## src/rtl/result_history_ctrl_pkg.sv

```systemverilog
// Shared widths, FSM state encoding and memory direction constant for the
// calculator result history and its memory.
package result_history_ctrl_pkg;

  localparam int unsigned DATA_W = 17;
  localparam int unsigned ADDR_W = 3;
  localparam int unsigned DEPTH  = 8;

  // Memory ReadWrite level that selects a read; the write level is its inverse.
  localparam logic MEM_READ = 1'b1;

  typedef enum logic [1:0] {
    IDLE  = 2'd0,
    WRITE = 2'd1,
    READ  = 2'd2,
    WAIT  = 2'd3
  } state_t;

endpackage

```

## src/rtl/result_history_ctrl.sv

```systemverilog
// Circular history of calculator results kept in a synchronous memory:
// single-cycle writes, two-cycle reads matched to the memory's registered DataOut.
module result_history_ctrl
  import result_history_ctrl_pkg::*;
#(
  parameter int unsigned n     = DATA_W,
  parameter int unsigned m     = ADDR_W,
  parameter int unsigned pow2m = DEPTH
) (
  input  logic         clock,
  input  logic         reset,
  input  logic         Store,
  input  logic [n-1:0] StoreData,
  input  logic         Recall,
  input  logic [m-1:0] RecallIndex,
  input  logic         Clear,
  output logic [n-1:0] RecallData,
  output logic         RecallValid,
  output logic         RecallError,
  output logic         Busy,
  output logic [m:0]   Count,
  output logic         MemEnable,
  output logic         MemReadWrite,
  output logic [m-1:0] MemAddress,
  output logic [n-1:0] MemDataOut,
  input  logic [n-1:0] MemDataIn
);

  state_t       state;
  logic [m-1:0] wr_ptr;
  logic [m-1:0] rd_addr;
  logic         recall_hit;

  // Newest entry sits just below the write pointer; wraparound is the m-bit overflow.
  assign rd_addr    = m'(wr_ptr - m'(1) - RecallIndex);
  assign recall_hit = ((m+1)'(RecallIndex) < Count);

  always_ff @(posedge clock) begin
    if (reset) begin
      state        <= IDLE;
      wr_ptr       <= '0;
      Count        <= '0;
      RecallData   <= '0;
      RecallValid  <= 1'b0;
      RecallError  <= 1'b0;
      Busy         <= 1'b0;
      MemEnable    <= 1'b0;
      MemReadWrite <= MEM_READ;
      MemAddress   <= '0;
      MemDataOut   <= '0;
    end else begin
      RecallValid <= 1'b0;
      RecallError <= 1'b0;
      case (state)
        IDLE: begin
          if (Clear) begin
            wr_ptr <= '0;
            Count  <= '0;
          end else if (Store) begin
            state        <= WRITE;
            Busy         <= 1'b1;
            MemEnable    <= 1'b1;
            MemReadWrite <= ~MEM_READ;
            MemAddress   <= wr_ptr;
            MemDataOut   <= StoreData;
          end else if (Recall) begin
            if (recall_hit) begin
              state        <= READ;
              Busy         <= 1'b1;
              MemEnable    <= 1'b1;
              MemReadWrite <= MEM_READ;
              MemAddress   <= rd_addr;
            end else begin
              // Out-of-range index answers immediately without touching memory.
              RecallValid <= 1'b1;
              RecallError <= 1'b1;
              RecallData  <= '0;
            end
          end
        end
        WRITE: begin
          wr_ptr <= m'(wr_ptr + m'(1));
          if (Count != (m+1)'(pow2m)) Count <= (m+1)'(Count + (m+1)'(1));
          state        <= IDLE;
          Busy         <= 1'b0;
          MemEnable    <= 1'b0;
          MemReadWrite <= MEM_READ;
          MemAddress   <= '0;
          MemDataOut   <= '0;
        end
        READ: begin
          state      <= WAIT;
          MemEnable  <= 1'b0;
          MemAddress <= '0;
        end
        WAIT: begin
          RecallData  <= MemDataIn;
          RecallValid <= 1'b1;
          state       <= IDLE;
          Busy        <= 1'b0;
        end
        default: state <= IDLE;
      endcase
    end
  end

endmodule

```

## config.mk

```make
export PLATFORM = sky130hd
export DESIGN_NAME = result_history_ctrl
export DESIGN_NICKNAME = d
export VERILOG_FILES = /design/src/rtl/result_history_ctrl_pkg.sv /design/src/rtl/result_history_ctrl.sv
export SDC_FILE = /design/constraint.sdc
export NUM_CORES = 1
export LEC_CHECK = 0
export CAP_MARGIN = 10
export CORE_MARGIN = 2
export CORE_UTILIZATION = 43
export CTS_CLUSTER_DIAMETER = 50
export DETAILED_ROUTE_END_ITERATION = 8
export GPL_TIMING_DRIVEN = 0
export HOLD_SLACK_MARGIN = 0.15
export PLACE_DENSITY = 0.79
export SKIP_LAST_GASP = 1
export SYNTH_ARGS = -nofsm -noshare
export SYNTH_HDL_FRONTEND = slang
export SYNTH_SLANG_ARGS = --single-unit
```

## constraint.sdc

```tcl
create_clock -name clock -period 1.95 [get_ports clock]
set_input_delay 0.39 -clock clock [delete_from_list [all_inputs] [get_ports clock]]
set_output_delay 0.39 -clock clock [all_outputs]
set_load 0.02 [all_outputs]
```

# ---- After elaboration in Yosys (flattened, before gate mapping)
# Index checks and enable logic that the tools add are counted.
dict set report word_totals {
  register_bits 51
  inputBits 42
  out_inout_bits 46
  elab_cells 83
}
dict set report op_classes {
  addsub 4
  magnitude_cmp 1
  n_eq_ne 13
  muxes 37
  bitwise 1
  n_reduce_logical 16
}
# op count
set ops {}
lappend ops {{$mux 17} 6}
lappend ops {{$pmux 17 s2} 2}
lappend ops {{$mux 3} 5}
lappend ops {{$ne 2x2->1 const B} 7}
lappend ops {{$pmux 3 s2} 2}
lappend ops {{$reduce_and 4->1} 3}
lappend ops {{$mux 1} 10}
lappend ops {{$reduce_and 3->1} 3}
lappend ops {{$mux 2} 4}
lappend ops {{$mux 4} 2}
lappend ops {{$pmux 1 s2} 4}
lappend ops {{$pmux 4 s2} 1}
lappend ops {{$reduce_bool 2->1} 4}
lappend ops {{$ne 3x3->1 const B} 2}
lappend ops {{$pmux 2 s3} 1}
lappend ops {{$reduce_or 2->1} 3}
lappend ops {{$reduce_and 5->1} 1}
lappend ops {{$add 4x1->4 const B} 1}
lappend ops {{$eq 2x2->1 const B} 2}
lappend ops {{$lt 3x4->1} 1}
lappend ops {{$ne 4x4->1 const B} 1}
lappend ops {{$add 3x1->3 const B} 1}
lappend ops {{$sub 3x1->3 const B} 1}
lappend ops {{$sub 3x3->3} 1}
lappend ops {{4 further kinds} 4}

# ---- Longest topological paths before layout
# Gate-level depths: netlist of run 1.
dict set report logic_depth {
  depth_word 7
  mapped_depth 10
  ltp_nobuf 8
}

# ---- Least setup slack after synthesis of run 1
# No wires, ideal clock.
dict set report synth_timing {
  kind {flip-flop to flip-flop}
  from {register Count[1]}
  to {register MemAddress[2]}
  t_arrival_ns 1.818
  path_slack_ns 0.062
  stages_incl_launch_ff 7
  path_buffers 0
  synth_period_minus_slack_ns 1.888
  path_cell_list {dfxtp_1 > inv_1 > ha_1 > a221oi_4 > o21ai_4 > or3_1 > a21oi_1}
}
dict set report synth_via {
  elab_chain_cells 3
}
# element line_no
set synth_lines {}
lappend synth_lines {{start: declaration} result_history_ctrl.sv:21} ;# output logic [m:0] Count,
lappend synth_lines {{start signal: assignment} result_history_ctrl.sv:83} ;# if (Count != (m+1)'(pow2m)) Count <= (m+1)'(Count + (m+1)'(1));
lappend synth_lines {{$lt 3x4->1} result_history_ctrl.sv:36} ;# assign recall_hit = ((m+1)'(RecallIndex) < Count);
lappend synth_lines {{$ne 3x3->1 (no source line)} -}
lappend synth_lines {{$reduce_and 4->1 (no source line)} -}
lappend synth_lines {{end signal: assignment} result_history_ctrl.sv:64} ;# MemAddress <= wr_ptr;
lappend synth_lines {{end signal: assignment} result_history_ctrl.sv:72} ;# MemAddress <= rd_addr;
lappend synth_lines {{end: declaration} result_history_ctrl.sv:24} ;# output logic [m-1:0] MemAddress,
# Every way passes these cells.
# A chain may end at the register's enable or synchronous reset.

# ---- Final worst setup path of run 1
dict set report layout_timing {
  from {register wr_ptr[0]}
  to {register MemAddress[2]}
}
dict set report layout_via {
  elab_chain_cells 7
}
# element line_no
set layout_lines {}
lappend layout_lines {{start: declaration} result_history_ctrl.sv:30} ;# logic [m-1:0] wr_ptr;
lappend layout_lines {{start signal: assignment} result_history_ctrl.sv:82} ;# wr_ptr <= m'(wr_ptr + m'(1));
lappend layout_lines {{$sub 3x1->3} result_history_ctrl.sv:35} ;# assign rd_addr = m'(wr_ptr - m'(1) - RecallIndex);
lappend layout_lines {{$sub 3x3->3} result_history_ctrl.sv:35}
lappend layout_lines {{$mux 3} result_history_ctrl.sv:67} ;# if (recall_hit) begin
lappend layout_lines {{$mux 3} result_history_ctrl.sv:66} ;# end else if (Recall) begin
lappend layout_lines {{$mux 3} result_history_ctrl.sv:59} ;# end else if (Store) begin
lappend layout_lines {{$mux 3} result_history_ctrl.sv:56} ;# if (Clear) begin
lappend layout_lines {{$pmux 3 s2} result_history_ctrl.sv:54} ;# case (state)
# Every way passes these cells. The select of a mux whose other input is x is not followed.

==> results.yml, run 1 <==
status:
  outcome: "complete, no violations"
sta:
  fin_hold_ws_ns: 0.446
  slew_viol_final: 0
  setup_viol: 0
  post-route-min-period_ns: 1.88
  skew_ns: 0.00567
  slew_headroom_pct: 66.2
  worstMarginPinSlew_ns: 0.507
  min_period_over_period_pct: 96.2
  hold_viol: 0
  setup_ws_ns: 0.0745
  max_freq_ghz: 0.533
clocking:
  htree_levels: 2
  path_clk_slew_ns: 0.10
  clk_latency_ns: 0.31
  cts_buffers: 5
  tritoncts: "done"
  cts-root-buf: "clkbuf_8"
  ctsLongestPathBuffers: 2
  clock_sinks: 51
final_layout:
  layout_common_cells: "82 x clkdlybuf4s50_1, 47 x dfxtp_1, 34 x nor2_1, 25 x a21oi_1, 24 x nand2_1"
  syn_to_final_growth_pct: 53.9
  drive_gt1_share_pct: 13.6
  finalNetCount: 406
  regArea_um2: 1030
  fill_cells: 424
  final_cells: 424
  n_antenna_cell: 0
  final_common_cell: "clkdlybuf4s50_1"
  multi_input_area_um2: 1150
power_and_ir_drop:
  p_int_mw: 2.02
  fin_total_pwr_mw: 3.04
  seqPwrFrac_pct: 39.0
  irDropWorstVdd_mv: 0.527
  p_clk_share_pct: 26.1
  power.leakage_nw: 1.25
  power-per-cell-area_nw_per_um2: 889
  comb_power_share_pct: 34.9
  p_sw_mw: 1.02
  swShare_pct: 33.5
worst_setup_path:
  cp_max_fo: 5
  end_kind: "flip-flop"
  r2r_start: "wr_ptr[0]"
  cp-startpoint: "wr_ptr[0]"
  startpoint_type: "flip-flop"
  cp.arrival_ns: 2.12
  max_stage_delay_ns: 0.38
  path_buf_inv: 0
  path_delay_family: "adder cells"
  crit_type: "reg2reg"
  required_ns: 2.19
  slowest_stage: "fa_2"
  path_cells: "ha_2 > fa_2 > xor2_1 > nor2_1 > xnor2_1 > or3_1 > a21oi_2"
routing:
  vias_per_cell: 4.99
  ant_nets: 0
  wl_per_cell_um: 13.7
  first_pass_iters: 4
  wirelength_um: 5810
  drc: 0
  vias: 2117
  initialDrtViolationCount: 67
floorplan:
  num_rows: 26
  start_util_pct: 44.1
  die-area_um2: 5770
  fp.dieW_um: 75.9
  pin_count: 88
  core_um2: 5040
  fp.dieH_um: 75.9
job:
  maxCapViolCount: 0
yosys:
  seq_area_frac_synth_pct: 45.9
  syn_avg_cell_area_um2: 8.73
  synth_ff_type: "dfxtp_1"
  syn_nets: 308
  syn_inst: 255
  synth_cell_types: 39
  ys_seq_elements: 51
  async_flop_share_pct: 0
  syn-cell-area_um2: 2230
  synth_edf_count: 0
  ys_warn_count: 0
place:
  preCtsSetupSlack_ns: -0.413
  io_buffers: 85
  placed_cells: 410
  gp_congestion: 0.832
  place_hpwl_um: 4020
global_route:
  antenna_found_initial: 0
  grt_pass1_vias: 2065
  grt_pass1_wl_um: 9580
  grt_max_degree: 17
  grt_overflow: 0
  gr-usage-all-layers_pct: 19.8
worst_hold_path:
  hp-start: "Store"
  min_path_type: "in2reg"
## cell families after synthesis
logic type | count (synthesis) | synth area share, %
AND/OR/NAND/NOR | 98 | 20.0
AO/OA/AOI/OAI | 61 | 18.8
flip-flops | 51 | 45.9
buffers and inverters | 27 | 5.90
adder cells (fa/ha/maj) | 11 | 6.52
multiplexers | 4 | 1.80
XOR/XNOR | 3 | 1.18
## per-stage QoR
step | cell area (um2) | setup TNS (ns) | utilization [%]
after global routing | 3420 | -0.232 | 67.9
after floorplan | 2230 | 0 | -
final | 3420 | 0 | 67.9
after detailed placement | 3160 | -12.69 | 62.8
after CTS | 3340 | -0.000471 | 66.3
after global placement | 3160 | -11.38 | 62.8
## repair_timing
item,CTS,global route
hold buffers,0,0
setup endpoints to repair,26,36
buffers inserted,5,1
pin swaps,9,2
resized for setup,7,20
endpoints found under the hold margin,0,0
cloned,0,0
## synth_stat cells (all sizes together), types with 2 or more instances
cell,n,area (um2)
dfxtp,51,1020
buf,9,63.8
o21ai,5,40.0
clkbuf,7,26.3
nand2,24,90.1
nor2b,3,18.8
a211oi,3,22.5
nand2b,2,12.5
nor3,2,10.0
a22oi,19,143
or2,3,18.8
ha,10,125
a21oi,27,135
nand3,22,110
or3,3,18.8
inv,11,41.3
xnor2,2,17.5
mux2i,4,40.0
nor2,35,131
## final cells by class
cell class / instances / area share [%]
inverters: 11 / 1.21
clock inverters: 2 / 1.13
clock buffers: 6 / 2.41
multi-input cells: 177 / 33.7
well taps: 70 / 2.56
repair buffers: 91 / 26.3
flip-flops and latches: 51 / 30.0
plain buffers: 16 / 2.78
## path summary, 6_finish.rpt
path                            cells after the start       endpoint  slack, ns
worst max register to register                      7  MemAddress[2]       0.07
worst min register to register                      2  RecallData[8]       0.45
worst min-delay path                                3       state[1]       0.45
worst max-delay path                                7  MemAddress[2]       0.07
## power groups by stage
| stage | Clock (mW) | Combinational (mW) | Sequential (mW) |
|---|---|---|---|
| finish | 0.794 | 1.06 | 1.19 |
| global route | 0.844 | 1.17 | 1.20 |
| CTS | 0.809 | 0.981 | 1.18 |
| detailed placement | 0 | 0.938 | 1.21 |
| global placement | 0 | 0.924 | 1.20 |
| floorplan | 0 | 0.515 | 1.28 |
## routing by layer
| metal | wire (um) | track usage [%] | vias up |
|---|---|---|---|
| li1 | - | - | 1076 |
| met1 | 2600 | 25.1 | 970 |
| met2 | 2810 | 34.3 | 65 |
| met3 | 339 | 5.00 | 6 |
| met4 | 61 | 4.00 | 0 |
| met5 | 0 | 0 | - |
## state kept, by name (all words and copies together), names as in the netlist
signal and flops:
Busy 1, Count 4, MemAddress 3, MemDataOut 17
MemEnable 1, MemReadWrite 1, RecallData 17, RecallError 1
RecallValid 1, state 2, wr_ptr 3
## worst min-delay path, cell delays in order
cell and delay [ns]:
buf_6 0.12, nor2_1 0.10, o31a_1 0.11
No activity file was read; power rests on OpenSTA's default activity.
==> run 2, diff against run 1 <==
==> constraint.sdc (replaced) <==
create_clock -name clock -period 2 [get_ports clock]
set_input_delay 0.4 -clock clock [delete_from_list [all_inputs] [get_ports clock]]
set_output_delay 0.4 -clock clock [all_outputs]
set_load 0.02 [all_outputs]
==> run 2 against run 1 <==
Die area unchanged. Fmax fell by 1.3%. Via count decreased by 0.90%. Clock power shrank 3.1%. Non-clock buffer count decreased by 4. Largest power group unchanged.
==> results.yml, run 2 (synthesized netlist as in run 1, its figures left out) <==
power_and_ir_drop:
  swShare_pct: 33.4
  power-per-cell-area_nw_per_um2: 862
  seqPwrFrac_pct: 39.6
  p_clk_share_pct: 26.3
  fin_total_pwr_mw: 2.92
  p_sw_uw: 976
  p_int_mw: 1.94
  irDropWorstVdd_mv: 0.501
  power.leakage_nw: 1.23
  comb_power_share_pct: 34.1
final_layout:
  final_common_cell: "clkdlybuf4s50_1"
  syn_to_final_growth_pct: 52.2
  finalNetCount: 402
  fill_cells: 426
  multi_input_area_um2: 1160
  postLayoutCellArea_um2: 3390
  layout_common_cells: "82 x clkdlybuf4s50_1, 50 x dfxtp_1, 34 x nor2_1, 25 x a21oi_1, 24 x nand2_1"
  largest_registers: "MemDataOut: 17 flops, RecallData: 17 flops, Count: 4 flops"
  n_antenna_cell: 0
  drive_gt1_share_pct: 11.4
  finish.utilization_pct: 67.2
  regArea_um2: 1020
sta:
  setup_viol: 0
  setup_ws_ns: 0.100
  rsz0062_at_grt: "true"
  post-route-min-period_ns: 1.90
  hold_viol: 0
  slew_headroom_pct: 66.4
  slew_viol_final: 0
  worstMarginPinSlew_ns: 0.503
  skew_ns: 0.00601
  fin_hold_ws_ns: 0.453
  max_freq_ghz: 0.526
  min_period_over_period_pct: 95.0
global_route:
  grt_pass1_wl_um: 9540
  grt_pass1_vias: 2053
  antenna_found_initial: 0
  gr-usage-all-layers_pct: 19.7
  grt_overflow: 0
  grt_max_degree: 17
clocking:
  cts_buffers: 5
  tritoncts: "done"
  holdBufCountCts: 0
  ctsLongestPathBuffers: 2
  clk_latency_ns: 0.31
  path_clk_slew_ns: 0.10
  cts-root-buf: "clkbuf_8"
  htree_levels: 2
  clock_sinks: 51
job:
  maxCapViolCount: 0
worst_setup_path:
  required_ns: 2.24
  path_delay_family: "adder cells"
  slowest_stage: "fa_2"
  end_kind: "flip-flop"
  cp.arrival_ns: 2.14
  max_stage_delay_ns: 0.38
  path_buf_inv: 0
  cp_max_fo: 5
  startpoint_type: "flip-flop"
  crit_type: "reg2reg"
  path_cells: "ha_2 > fa_2 > xor2_1 > nor2_1 > xnor2_1 > or3_1 > a21oi_2"
floorplan:
  fp.dieH_um: 75.9
  fp.dieW_um: 75.9
  num_rows: 26
  die-area_um2: 5770
  start_util_pct: 44.1
  pin_count: 88
  core_um2: 5040
routing:
  vias: 2098
  wirelength_um: 5640
  drc: 0
  vias_per_cell: 5.00
  wl_per_cell_um: 13.4
  first_pass_iters: 4
  ant_nets: 0
  initialDrtViolationCount: 79
place:
  preCtsSetupSlack_ns: -0.373
  place_area_um2: 3160
  gp_congestion: 0.832
  io_buffers: 85
  place_hpwl_um: 4020
status:
  outcome: "complete, no violations"
worst_hold_path:
  min_path_type: "reg2reg"
-- run 2: changes by cell type in the layout (fill, tap and decap cells not counted) --
cell      delta
dfxtp_1      +3
dfxtp_2      -3
buf_4        -2
buf_6        -2
inv_1        +2
inv_2        -2
ha_1         +1
ha_2         -1
mux2i_1      -1
mux2i_2      +1
nand2b_1     -1
nand2b_2     +1
-- run 2: repair_timing --
action / 4_1_cts / 5_1_grt
pin swaps: 6 / 3
gates resized for setup: 6 / 16
endpoints found under the setup margin: 23 / 36
setup buffers: 2 / 1
-- run 2: cell type report --
class                           count  area share [%]
Timing Repair Buffer               88            25.9
Clock inverter                      2            1.15
Clock buffer                        6            2.44
Tap cell                           70            2.59
Sequential cell                    51            30.2
Multi-Input combinational cell    177            34.2
Inverter                           11            1.22
Buffer                             15            2.36
-- run 2: power by group through the flow --
stage | clock network, mW | logic, mW | registers, mW
after floorplan | 0 | 0.502 | 1.24
after global placement | 0 | 0.901 | 1.17
after detailed placement | 0 | 0.914 | 1.18
after CTS | 0.789 | 0.940 | 1.15
after global routing | 0.817 | 1.09 | 1.17
final | 0.769 | 0.994 | 1.16
-- run 2: path summary, 6_finish.rpt --
| path | from | to | slack [ns] | depth (start not counted) |
|---|---|---|---|---|
| min reg2reg | RecallData[8] | RecallData[8] | 0.45 | 2 |
| min | RecallData[8] | RecallData[8] | 0.45 | 2 |
| max | wr_ptr[0] | MemAddress[2] | 0.10 | 7 |
| max reg2reg | wr_ptr[0] | MemAddress[2] | 0.10 | 7 |
-- run 2: per-stage QoR --
stage,instances,TNS (ns)
2_1_floorplan,255,0
3_3_place_gp,410,-9.65
3_5_place_dp,410,-10.93
4_1_cts,420,0
5_1_grt,420,-0.180
6_report,420,0
-- run 2: metal layers --
| metal | GRT usage, % | share of wire (%) | vias to the layer above |
|---|---|---|---|
| li1 | - | - | 1065 |
| met1 | 25.0 | 45 | 966 |
| met2 | 33.9 | 48 | 61 |
| met3 | 5.00 | 5.6 | 6 |
| met4 | 4.00 | 1.1 | 0 |
| met5 | 0 | 0 | - |
-- run 2: worst register-to-register path, delay by kind of cell, from the launching register on --
family	cells	cell delay [ns]
xor gates and xnor gates	2	0.24
adders and majority gates	2	0.58
AOI/OAI and AO/OA	1	0.14
DFF	1	0.37
and+or+nand+nor	2	0.52
==> run 3, diff against run 2 <==
--- a/config.mk
+++ b/config.mk
@@ -6,7 +6,6 @@
 export NUM_CORES = 1
 export LEC_CHECK = 0
 export CAP_MARGIN = 10
-export CORE_MARGIN = 2
 export CORE_UTILIZATION = 43
 export CTS_CLUSTER_DIAMETER = 50
 export DETAILED_ROUTE_END_ITERATION = 8
==> run 3 against run 2 <==
Die area shrank 5.2%. Clock-buffer cell count is the same. Wire length grew 2.5%. Fmax shrank 3.8%. Worst hold slack lost 0.022 ns. Sequential power is essentially flat. First-iteration DRC count shrank 5.1%. Final cell count is the same. Sequential share of layout area is essentially flat. Utilization grew 2.7 points.
==> results.yml, run 3 (synthesized netlist as in run 1, its figures left out) <==
status:
  outcome: "complete, no violations"
floorplan:
  fp.dieW_um: 73.9
  pin_count: 88
  num_rows: 25
  core_um2: 4850
  fp.dieH_um: 73.9
  start_util_pct: 45.9
  die-area_um2: 5470
place:
  place_hpwl_um: 4090
  gp_congestion: 0.804
  preCtsSetupSlack_ns: -0.393
  io_buffers: 85
  placed_cells: 407
sta:
  slew_headroom_pct: 62.1
  post-route-min-period_ns: 1.98
  hold_viol: 0
  rsz0062_at_grt: "true"
  min_period_over_period_pct: 98.8
  skew_ns: 0.00884
  setup_viol: 0
  max_freq_ghz: 0.506
  slew_viol_final: 0
  worstMarginPinSlew_ns: 0.553
  setup_ws_ns: 0.0248
routing:
  ant_nets: 0
  vias: 2146
  first_pass_iters: 4
  wl_per_cell_um: 13.8
  initialDrtViolationCount: 75
  drc: 0
  wirelength_um: 5780
  vias_per_cell: 5.11
worst_hold_path:
  min_path_cells: 2
  holdPathEnd: "MemReadWrite"
  min_path_type: "in2reg"
  hp-start: "reset"
final_layout:
  drive_gt1_share_pct: 11.0
  layout_common_cells: "82 x clkdlybuf4s50_1, 50 x dfxtp_1, 34 x nor2_1, 25 x a21oi_1, 24 x nand2_1"
  finalNetCount: 405
  n_antenna_cell: 0
  syn_to_final_growth_pct: 52.3
  largest_registers: "MemDataOut: 17 flops, RecallData: 17 flops, Count: 4 flops"
  final_cells: 420
  final_common_cell: "clkdlybuf4s50_1"
worst_setup_path:
  required_ns: 2.25
  end_kind: "flip-flop"
  r2r_start: "state[0]"
  startpoint_type: "flip-flop"
  cp_max_fo: 10
  crit_type: "reg2reg"
  r2r-end: "MemDataOut[12]"
  cp.arrival_ns: 2.23
  timing.reg2reg.setup_slack_ns: 0.02
  r2r_cells: 8
global_route:
  antenna_found_initial: 0
  grt_overflow: 0
  grt_max_degree: 17
  grt_pass1_vias: 2017
  grt_pass1_wl_um: 9270
  gr-usage-all-layers_pct: 21.6
power_and_ir_drop:
  power-per-cell-area_nw_per_um2: 857
  irDropWorstVdd_mv: 0.445
  power.leakage_nw: 1.25
clocking:
  clk_latency_ns: 0.31
  path_clk_slew_ns: 0.10
  htree_levels: 2
  clock_sinks: 51
  tritoncts: "done"
  ctsLongestPathBuffers: 2
  cts_buffers: 5
  cts-root-buf: "clkbuf_8"
  holdBufCountCts: 0
job:
  maxCapViolCount: 0
run 3: stage by stage:
| stage | power, mW | setup TNS (ns) | cell area [um2] | utilization [%] | hold slack, ns |
|---|---|---|---|---|---|
| final | 2.90 | 0 | 3390 | 69.9 | 0.431 |
| after global routing | 3.05 | -1.12 | 3390 | 69.9 | 0.463 |
| after CTS | 2.89 | -0.0429 | 3320 | 68.5 | 0.444 |
| after detailed placement | 2.09 | -11.15 | 3160 | 65.2 | 0.443 |
| after global placement | 2.07 | -9.43 | 3160 | 65.2 | 0.437 |
| after floorplan | 1.75 | 0 | 2230 | - | 0.510 |
run 3: cell type report:
type | instances | area [um2]
clock buffer | 6 | 82.6
fill | 390 | 1460
tap | 67 | 83.8
inverter | 11 | 41.3
multi-input combinational | 177 | 1130
clock inverter | 2 | 38.8
timing repair buffer | 90 | 900
sequential | 51 | 1020
buffer | 16 | 90.1
run 3: worst max path at each step:
stage | from | end | slack (ns) | depth (start not counted)
global route | state[0] | MemDataOut[1] | -0.09 | 8
CTS | RecallIndex[0] | MemAddress[2] | -0.04 | 9
detailed placement | RecallIndex[2] | RecallData[16] | -0.39 | 7
global placement | RecallIndex[0] | MemAddress[2] | -0.33 | 9
finish | state[0] | MemDataOut[12] | 0.02 | 8
floorplan | Count[1] | MemAddress[2] | 0.11 | 6
run 3: report_power, final:
group,internal [mW],switching (mW),total (mW)
Sequential,1.10,0.0586,1.16
Combinational,0.425,0.551,0.977
Clock,0.412,0.360,0.771
run 3: per-layer routing:
layer | routed length (um) | global-route usage, % | up-vias
met5 | 0 | 0 | -
met4 | 42 | 4.70 | 0
met3 | 386 | 5.69 | 4
met2 | 2820 | 36.3 | 79
met1 | 2540 | 27.9 | 994
li1 | - | - | 1069
run 3: what timing repair did:
item | 4_1_cts | 5_1_grt
setup buffers | 3 | 2
pin swaps | 2 | 5
gates resized for setup | 3 | 13
setup endpoints to repair | 24 | 34
run 3: critical path: stages, from the launching register on:
cell,delay [ns]
dfxtp_1,0.38
inv_1,0.09
ha_1,0.19
buf_4,0.16
and2b_1,0.20
a21oi_2,0.37
buf_2,0.30
a22oi_1,0.10
nor2_1,0.11
